--- config.mk ---
export PLATFORM = sky130hd
export DESIGN_NAME = vmem_wr_arb
export DESIGN_NICKNAME = d
export VERILOG_FILES = /design/src/rtl/vmem_wr_arb.sv
export SDC_FILE = /design/constraint.sdc
export NUM_CORES = 1
export LEC_CHECK = 0
export ABC_AREA = 1
export BUFFER_PORTS_ARGS = -buffer_cell sky130_fd_sc_hd__buf_2
export CORE_MARGIN = 2
export CORE_UTILIZATION = 50
export DETAILED_ROUTE_END_ITERATION = 6
export PLACE_DENSITY = 0.73
export SYNTH_ARGS = -nofsm -noshare
export SYNTH_HDL_FRONTEND = slang
export SYNTH_SLANG_ARGS = --single-unit
export TNS_END_PERCENT = 50
--- constraint.sdc ---
create_clock -name clk -period 3.55 [get_ports clk]
set_clock_uncertainty 0.05 [all_clocks]
set_input_delay 0.71 -clock clk [delete_from_list [all_inputs] [get_ports clk]]
set_output_delay 0.71 -clock clk [all_outputs]
set_load 0.05 [all_outputs]
--- src/rtl/vmem_wr_arb.sv ---
// Video-memory port arbiter: scan-out reads own the port during active display,
// two small write FIFOs drain round-robin into memory during blanking.
`timescale 1ns/1ps
module vmem_wr_arb #(
    parameter int HW    = 10,
    parameter int VW    = 9,
    parameter int DW    = 24,
    parameter int DEPTH = 4
) (
    input  logic                      clk,
    input  logic                      rst,
    input  logic [HW-1:0]             h_addr,
    input  logic [VW-1:0]             v_addr,
    input  logic                      valid,
    output logic [DW-1:0]             vga_data,
    input  logic                      wr0_valid,
    output logic                      wr0_ready,
    input  logic [HW-1:0]             wr0_h,
    input  logic [VW-1:0]             wr0_v,
    input  logic [DW-1:0]             wr0_data,
    input  logic                      wr1_valid,
    output logic                      wr1_ready,
    input  logic [HW-1:0]             wr1_h,
    input  logic [VW-1:0]             wr1_v,
    input  logic [DW-1:0]             wr1_data,
    output logic [HW+VW-1:0]          mem_addr,
    output logic                      mem_we,
    output logic [DW-1:0]             mem_wdata,
    input  logic [DW-1:0]             mem_rdata,
    output logic [$clog2(DEPTH):0]    wr0_cnt,
    output logic [$clog2(DEPTH):0]    wr1_cnt
);
    localparam int AW = HW + VW;
    localparam int PW = $clog2(DEPTH);
    localparam int CW = PW + 1;
    localparam int EW = AW + DW;

    // Handshake: a writer pixel transfers on a rising edge where wrN_valid and
    // wrN_ready are both 1; wrN_ready depends only on registered occupancy.

    logic [EW-1:0] r_fifo [2][DEPTH];
    logic [PW-1:0] r_wp [2];
    logic [PW-1:0] r_rp [2];
    logic [CW-1:0] r_cnt [2];
    logic          r_rr;

    logic [1:0]    w_in_valid;
    logic [1:0]    w_ready;
    logic [1:0]    w_push;
    logic [1:0]    w_pop;
    logic [1:0]    w_ne;
    logic [EW-1:0] w_in_entry [2];
    logic [EW-1:0] w_head [2];
    logic          w_drain;
    logic          w_grant;

    assign w_in_valid    = {wr1_valid, wr0_valid};
    assign w_in_entry[0] = {wr0_h, wr0_v, wr0_data};
    assign w_in_entry[1] = {wr1_h, wr1_v, wr1_data};

    always_comb begin
        for (int n = 0; n < 2; n++) begin
            w_ne[n]   = (r_cnt[n] != '0);
            w_ready[n] = (r_cnt[n] != CW'(DEPTH));
            w_push[n] = w_in_valid[n] && w_ready[n];
            w_head[n] = r_fifo[n][r_rp[n]];
        end
    end

    // Drain only in blanking; with a single non-empty FIFO it wins outright.
    assign w_drain  = !valid && (|w_ne);
    assign w_grant  = (&w_ne) ? r_rr : w_ne[1];
    assign w_pop[0] = w_drain && !w_grant;
    assign w_pop[1] = w_drain && w_grant;

    assign mem_we    = w_drain;
    assign mem_addr  = w_drain ? w_head[w_grant][EW-1:DW] : {h_addr, v_addr};
    assign mem_wdata = w_drain ? w_head[w_grant][DW-1:0] : w_head[0][DW-1:0];
    assign vga_data  = valid ? mem_rdata : '0;

    assign wr0_ready = w_ready[0];
    assign wr1_ready = w_ready[1];
    assign wr0_cnt   = r_cnt[0];
    assign wr1_cnt   = r_cnt[1];

    always_ff @(posedge clk or negedge rst) begin
        if (!rst) begin
            for (int n = 0; n < 2; n++) begin
                r_wp[n]  <= '0;
                r_rp[n]  <= '0;
                r_cnt[n] <= '0;
            end
            r_rr <= 1'b0;
        end else begin
            for (int n = 0; n < 2; n++) begin
                if (w_push[n]) r_wp[n] <= r_wp[n] + PW'(1);
                if (w_pop[n])  r_rp[n] <= r_rp[n] + PW'(1);
                if (w_push[n] && !w_pop[n])
                    r_cnt[n] <= r_cnt[n] + CW'(1);
                else if (!w_push[n] && w_pop[n])
                    r_cnt[n] <= r_cnt[n] - CW'(1);
            end
            if (w_drain) r_rr <= ~w_grant;
        end
    end

    // Entry storage needs no reset: occupancy alone decides what is live.
    always_ff @(posedge clk) begin
        for (int n = 0; n < 2; n++) begin
            if (w_push[n]) r_fifo[n][r_wp[n]] <= w_in_entry[n];
        end
    end

endmodule
# Word level (Yosys, flattened, before mapping)
# Memory sizes are Yosys's and may differ from the RTL's.
# Index checks and enable logic that the tools add are counted.
dict set report op_classes {
  n_addsub 8
  magnitude_cmp 7
  eq_ne 2
  mux 25
  bitwise_logic 6
  n_reduce_logical 23
}
# operator count
set op_table {}
lappend op_table {{$mux 43} 9}
lappend op_table {{$mux 172} 2}
lappend op_table {{$bmux 43 s2} 2}
lappend op_table {{$demux 43 s2} 2}
lappend op_table {{$mux 24} 2}
lappend op_table {{$mux 19} 1}
lappend op_table {{$ge 3x3->1 const B} 4}
lappend op_table {{$mux 3} 4}
lappend op_table {{$not 2->3} 4}
lappend op_table {{$logic_and 1x1->1} 11}
lappend op_table {{$add 2x1->2 const B} 4}
lappend op_table {{$add 3x1->3 const B} 2}
lappend op_table {{$logic_not 1->1} 6}
lappend op_table {{$lt 3x1->1 const B} 2}
lappend op_table {{$ne 3x3->1 const B} 2}
lappend op_table {{$reduce_bool 3->1} 2}
lappend op_table {{$sub 3x1->3 const B} 2}
lappend op_table {{$reduce_bool 2->1} 2}
lappend op_table {{$mux 1} 3}
lappend op_table {{$ge 2x2->1 const B} 1}
lappend op_table {{$not 1->2} 1}
lappend op_table {{$reduce_and 2->1} 1}
lappend op_table {{$reduce_or 2->1} 1}
lappend op_table {{$not 1->1} 1}
dict set report totals {
  ff_bits 15
  ram_bits 344
  in_bits 134
  output_inout_bits 76
  wordCells 79
  mem_count 1
}
# name words word_bits read_ports rd_ports_with_merged_regs wr line
set mem_list {}
lappend mem_list {r_fifo 2 172 2 0 2 41} ;# logic [EW-1:0] r_fifo [2][DEPTH];

# Logic depth before layout (Yosys ltp)
dict set report logic_depth {
  depth_word 8
  ltp_mapped 12
  ltp_nobuf 12
}

# Least setup slack after synthesis
# Ideal clock, no wire load.
dict set report synth_timing {
  path_type {flip-flop to flip-flop}
  startpoint {reg r_cnt (netlist bit wr0_cnt[1])}
  endpoint {mem r_fifo[0][0] (netlist name), enable pin}
  setup_ns 0.444
  t_arrival_ns 3.342
  required_time_ns 3.056
  path_slack_ns -0.285
  path_stages_with_launch 5
  period_less_slack_ns 3.835
  cell_sequence {dfrtp_1 inv_2 nand3_1 nand2_1 nor2_1}
}
# item line
set synth_rtl {}
lappend synth_rtl {{start: declaration} 44} ;# logic [CW-1:0] r_cnt [2];
lappend synth_rtl {{start signal: indexed assignment} 99} ;# r_cnt[n] <= r_cnt[n] + CW'(1);
lappend synth_rtl {{start signal: indexed assignment} 101} ;# r_cnt[n] <= r_cnt[n] - CW'(1);
lappend synth_rtl {{end: declaration} 41}

# Worst setup path after layout
dict set report layout_timing {
  startpoint {reg r_rp[2] (netlist name)}
  endpoint {out mem_addr[16]}
}
dict set report layout_via {
  elab_chain_cells 8
}
# item line
set layout_lines {}
lappend layout_lines {{start: declaration} 43} ;# logic [PW-1:0] r_rp [2];
lappend layout_lines {{start signal: indexed assignment} 97} ;# if (w_pop[n]) r_rp[n] <= r_rp[n] + PW'(1);
lappend layout_lines {{$not 2->3 (not written as such)} 66} ;# w_head[n] = r_fifo[n][r_rp[n]];
lappend layout_lines {{$bmux 43 s2} 66}
lappend layout_lines {{$mux 43 (not written as such) (2 in series)} 66}
lappend layout_lines {{$mux 43 (3 in series)} -}
lappend layout_lines {{$mux 19} 77} ;# assign mem_addr = w_drain ? w_head[w_grant][EW-1:DW] : {h_addr, v_addr};
lappend layout_lines {{end: declaration} 26} ;# output logic [HW+VW-1:0] mem_addr,
# Every way passes these cells. The select of a mux whose other input is x is not followed.

==> summary.txt <==
Floorplan
  – Std cell rows: 65
  – Die area: 0.0331 mm^2
  – Initial core utilization: 50.5%
  – I/O pin count: 210
  – Core area: 0.0314 mm^2
  – Die X: 182 um
  – Die Y: 182 um

CTS
  – Clock latency on the worst-skew pair: 0.52 ns
  – CTS Buf Count: 37
  – Hold_buf cts: 0
  – CTS tree: done
  – CTS sink count: 359
  – Post-CTS Setup Inserts: 0
  – Clock Tree Buf Depth: 3
  – Worst-path clk slew: 0.06 ns
  – Post-CTS sizing: 0
  – Clock root cell: clkbuf_16
  – H-Tree Level Count: 2

Timing
  – Fin. Hold Viols: 0
  – Rel. slew slack: 47.6%
  – Fmax: 308 MHz
  – Endpoints failing setup: 0
  – Final period utilization: 91.4%
  – Setup TNS: 0 ns
  – Crit path time final: 3.25 ns
  – RSZ-0062 raised after global routing: no
  – Worst-margin pin slew: 0.784 ns
  – Fin worst setup slack: 0.305 ns
  – Slew Viols, Final: 0

Synthesis
  – Ys flop type: edfxtp_1
  – Syn_area_per_cell: 10.2 um^2
  – Synth top area share: 65.2%
  – Synth top area cells: edfxtp_1 (65%), nand2_1 (13%), inv_1 (4.7%), nor2_1 (3.8%), nand3_1 (3.7%)
  – Syn nets: 1703
  – Cells after Synth: 1557
  – Synth cell types: 27
  – Post-synth EDFFs: 344
  – Asr flop ratio synth: 4.18%
  – Mapped cell area: 0.0158 mm^2
  – Sequential area share after synthesis: 67.6%
  – Most frequent cell after synthesis: nand2_1
  – Yosys Warn Count: 0
  – Top post-synthesis cells by count: nand2_1 (553), edfxtp_1 (344), inv_1 (198), nor2_1 (160), nand3_1 (117)
  – Leading area contributor after synthesis: edfxtp_1
  – FF+latch count, synth: 359

Global routing
  – Vias in the first global route: 10.5k
  – Tot GR Track Use: 22.6%
  – Global route overflow: 0
  – First-pass GRT wire length: 57700 um
  – Largest net degree at the start of global routing: 89
  – Initial antenna violation count: 6

Power and ir drop
  – Comb pwr share: 43.1%
  – Max IR drop VDD: 1.25 mV
  – NetSw: 0.00719 W
  – Sw Ratio: 43.3%
  – Pwr/cell area: 905 mW/mm^2
  – Int Power: 0.00942 W
  – Clk pwr share: 21.6%
  – Reg power frac: 35.3%
  – Leakage: 8.30 nW

Run status
  – Status: finished clean

Worst setup path
  – Setup CP Type: reg -> out
  – Worst-path fanout max: 49
  – Critical path required time: 2.79 ns
  – Startpoint types: flop
  – CP endpoint kind: primary output
  – Crit path arrival time: 2.49 ns

Drt
  – Vias per Instance: 5.04
  – DR pass1 iterations: 5
  – Total number of vias: 11.0k
  – WL/cell: 17.1 um
  – 1st-iter DRT viols: 885
  – Drt total wl: 37400 um
  – Residual DRC: 0
  – Antenna Nets Post-Route: 0

Worst hold path
  – Worst Hold Class: in -> async

Cells and area
  – Final #Nets: 1901
  – Share of layout cells above drive strength 1: 17.2%
  – Syn-to-layout area delta: 15.9%
  – Final core utilization: 58.5%

Placed design
  – DP HPWL: 23800 um
  – Pre-CTS WS: 0.674 ns
  – IO buf count: 209
  – GP Congestion: 0.910

Flow run
  – Max-Cap Viols: 0
## worst paths after layout
path                       depth (start not counted)   startpoint            end  slack [ns]
min in group clk                                   1  wr0_data[0]  r_fifo[0][43]        0.35
hold / removal                                     1          rst     wr1_cnt[2]        0.06
hold reg to reg                                    2         r_rr           r_rr        0.54
setup reg to reg                                  12   wr0_cnt[1]     wr0_cnt[2]        0.82
setup / recovery                                   9      r_rp[2]   mem_addr[16]        0.30
max in group asynchronous                          1          rst        r_rp[2]        3.07
## logic make-up (layout without fill, tap and decap cells)
kind of cell	Yosys count	in the layout	share of synthesized area, %
and+or+nand+nor	835	835	21.0
DFF	359	359	67.6
buffers and inverters	286	511	7.99
AOI/OAI and AO/OA	56	56	1.91
adders and majority gates	12	12	1.04
xor gates and xnor gates	9	9	0.498
other	0	4	0
## state kept, by name (all words and copies together) (netlist names)
register and cells:
wr0_cnt 3, r_wp 4, r_fifo 344, r_rp 4, wr1_cnt 3, r_rr 1
## layout by cell type, fill, tap and decap left out, types with 13 or more instances in the layout
cell,instances
dfrtp_1,13
nor2_1,152
clkinv_1,14
inv_1,198
nand2_1,553
clkbuf_16,39
o21ai_0,37
o21ai_1,15
buf_2,209
buf_4,17
edfxtp_1,344
nand3_1,117
## final cells by class
cell class | instances | area [um^2]
Sequential cell | 359 | 10700
Clock buffer | 48 | 1010
Antenna cell | 4 | 10.0
Tap cell | 402 | 503
Fill cell | 2582 | 13000
Inverter | 214 | 806
Clock inverter | 18 | 116
Multi-Input combinational cell | 912 | 3930
Timing Repair Buffer | 231 | 1270
## stage by stage
step / hold WS [ns] / total power [W] / cells / instance area, um^2
floorplan: 0.364 / 0.0111 / 1557 / 15800
detailed placement: 0.519 / 0.0131 / 2118 / 17200
global route: 0.0723 / 0.0176 / 2186 / 18400
finish: 0.0590 / 0.0166 / 2188 / 18400
CTS: 0.0575 / 0.0167 / 2184 / 18300
global placement: 0.508 / 0.0130 / 2118 / 17200
## critical path, cell delays in order, from the launching register on
cell	delay [ns]
dfrtp_2	0.44
inv_4	0.41
buf_12	0.28
nand2_1	0.07
nand2_1	0.06
nand2_1	0.05
nand2_1	0.17
nand3_1	0.12
nand3_1	0.11
buf_2	0.26
## metal layers
metal | vias to the layer above | global-route usage (%) | part of all wire [%]
li1 | 5357 | - | -
met1 | 5167 | 29.8 | 41
met2 | 442 | 38.3 | 49
met3 | 66 | 4.39 | 7.8
met4 | 4 | 6.97 | 2.7
met5 | - | 0 | 0.069
## power by group through the flow
stage                     logic (W)  registers (W)  clock network (W)
after floorplan             0.00509        0.00603                  0
after global routing        0.00785        0.00593            0.00383
after global placement      0.00707        0.00591                  0
after detailed placement    0.00716        0.00594                  0
final                       0.00715        0.00586            0.00360
after CTS                   0.00720        0.00586            0.00365
(Power assumes the default switching activity.)
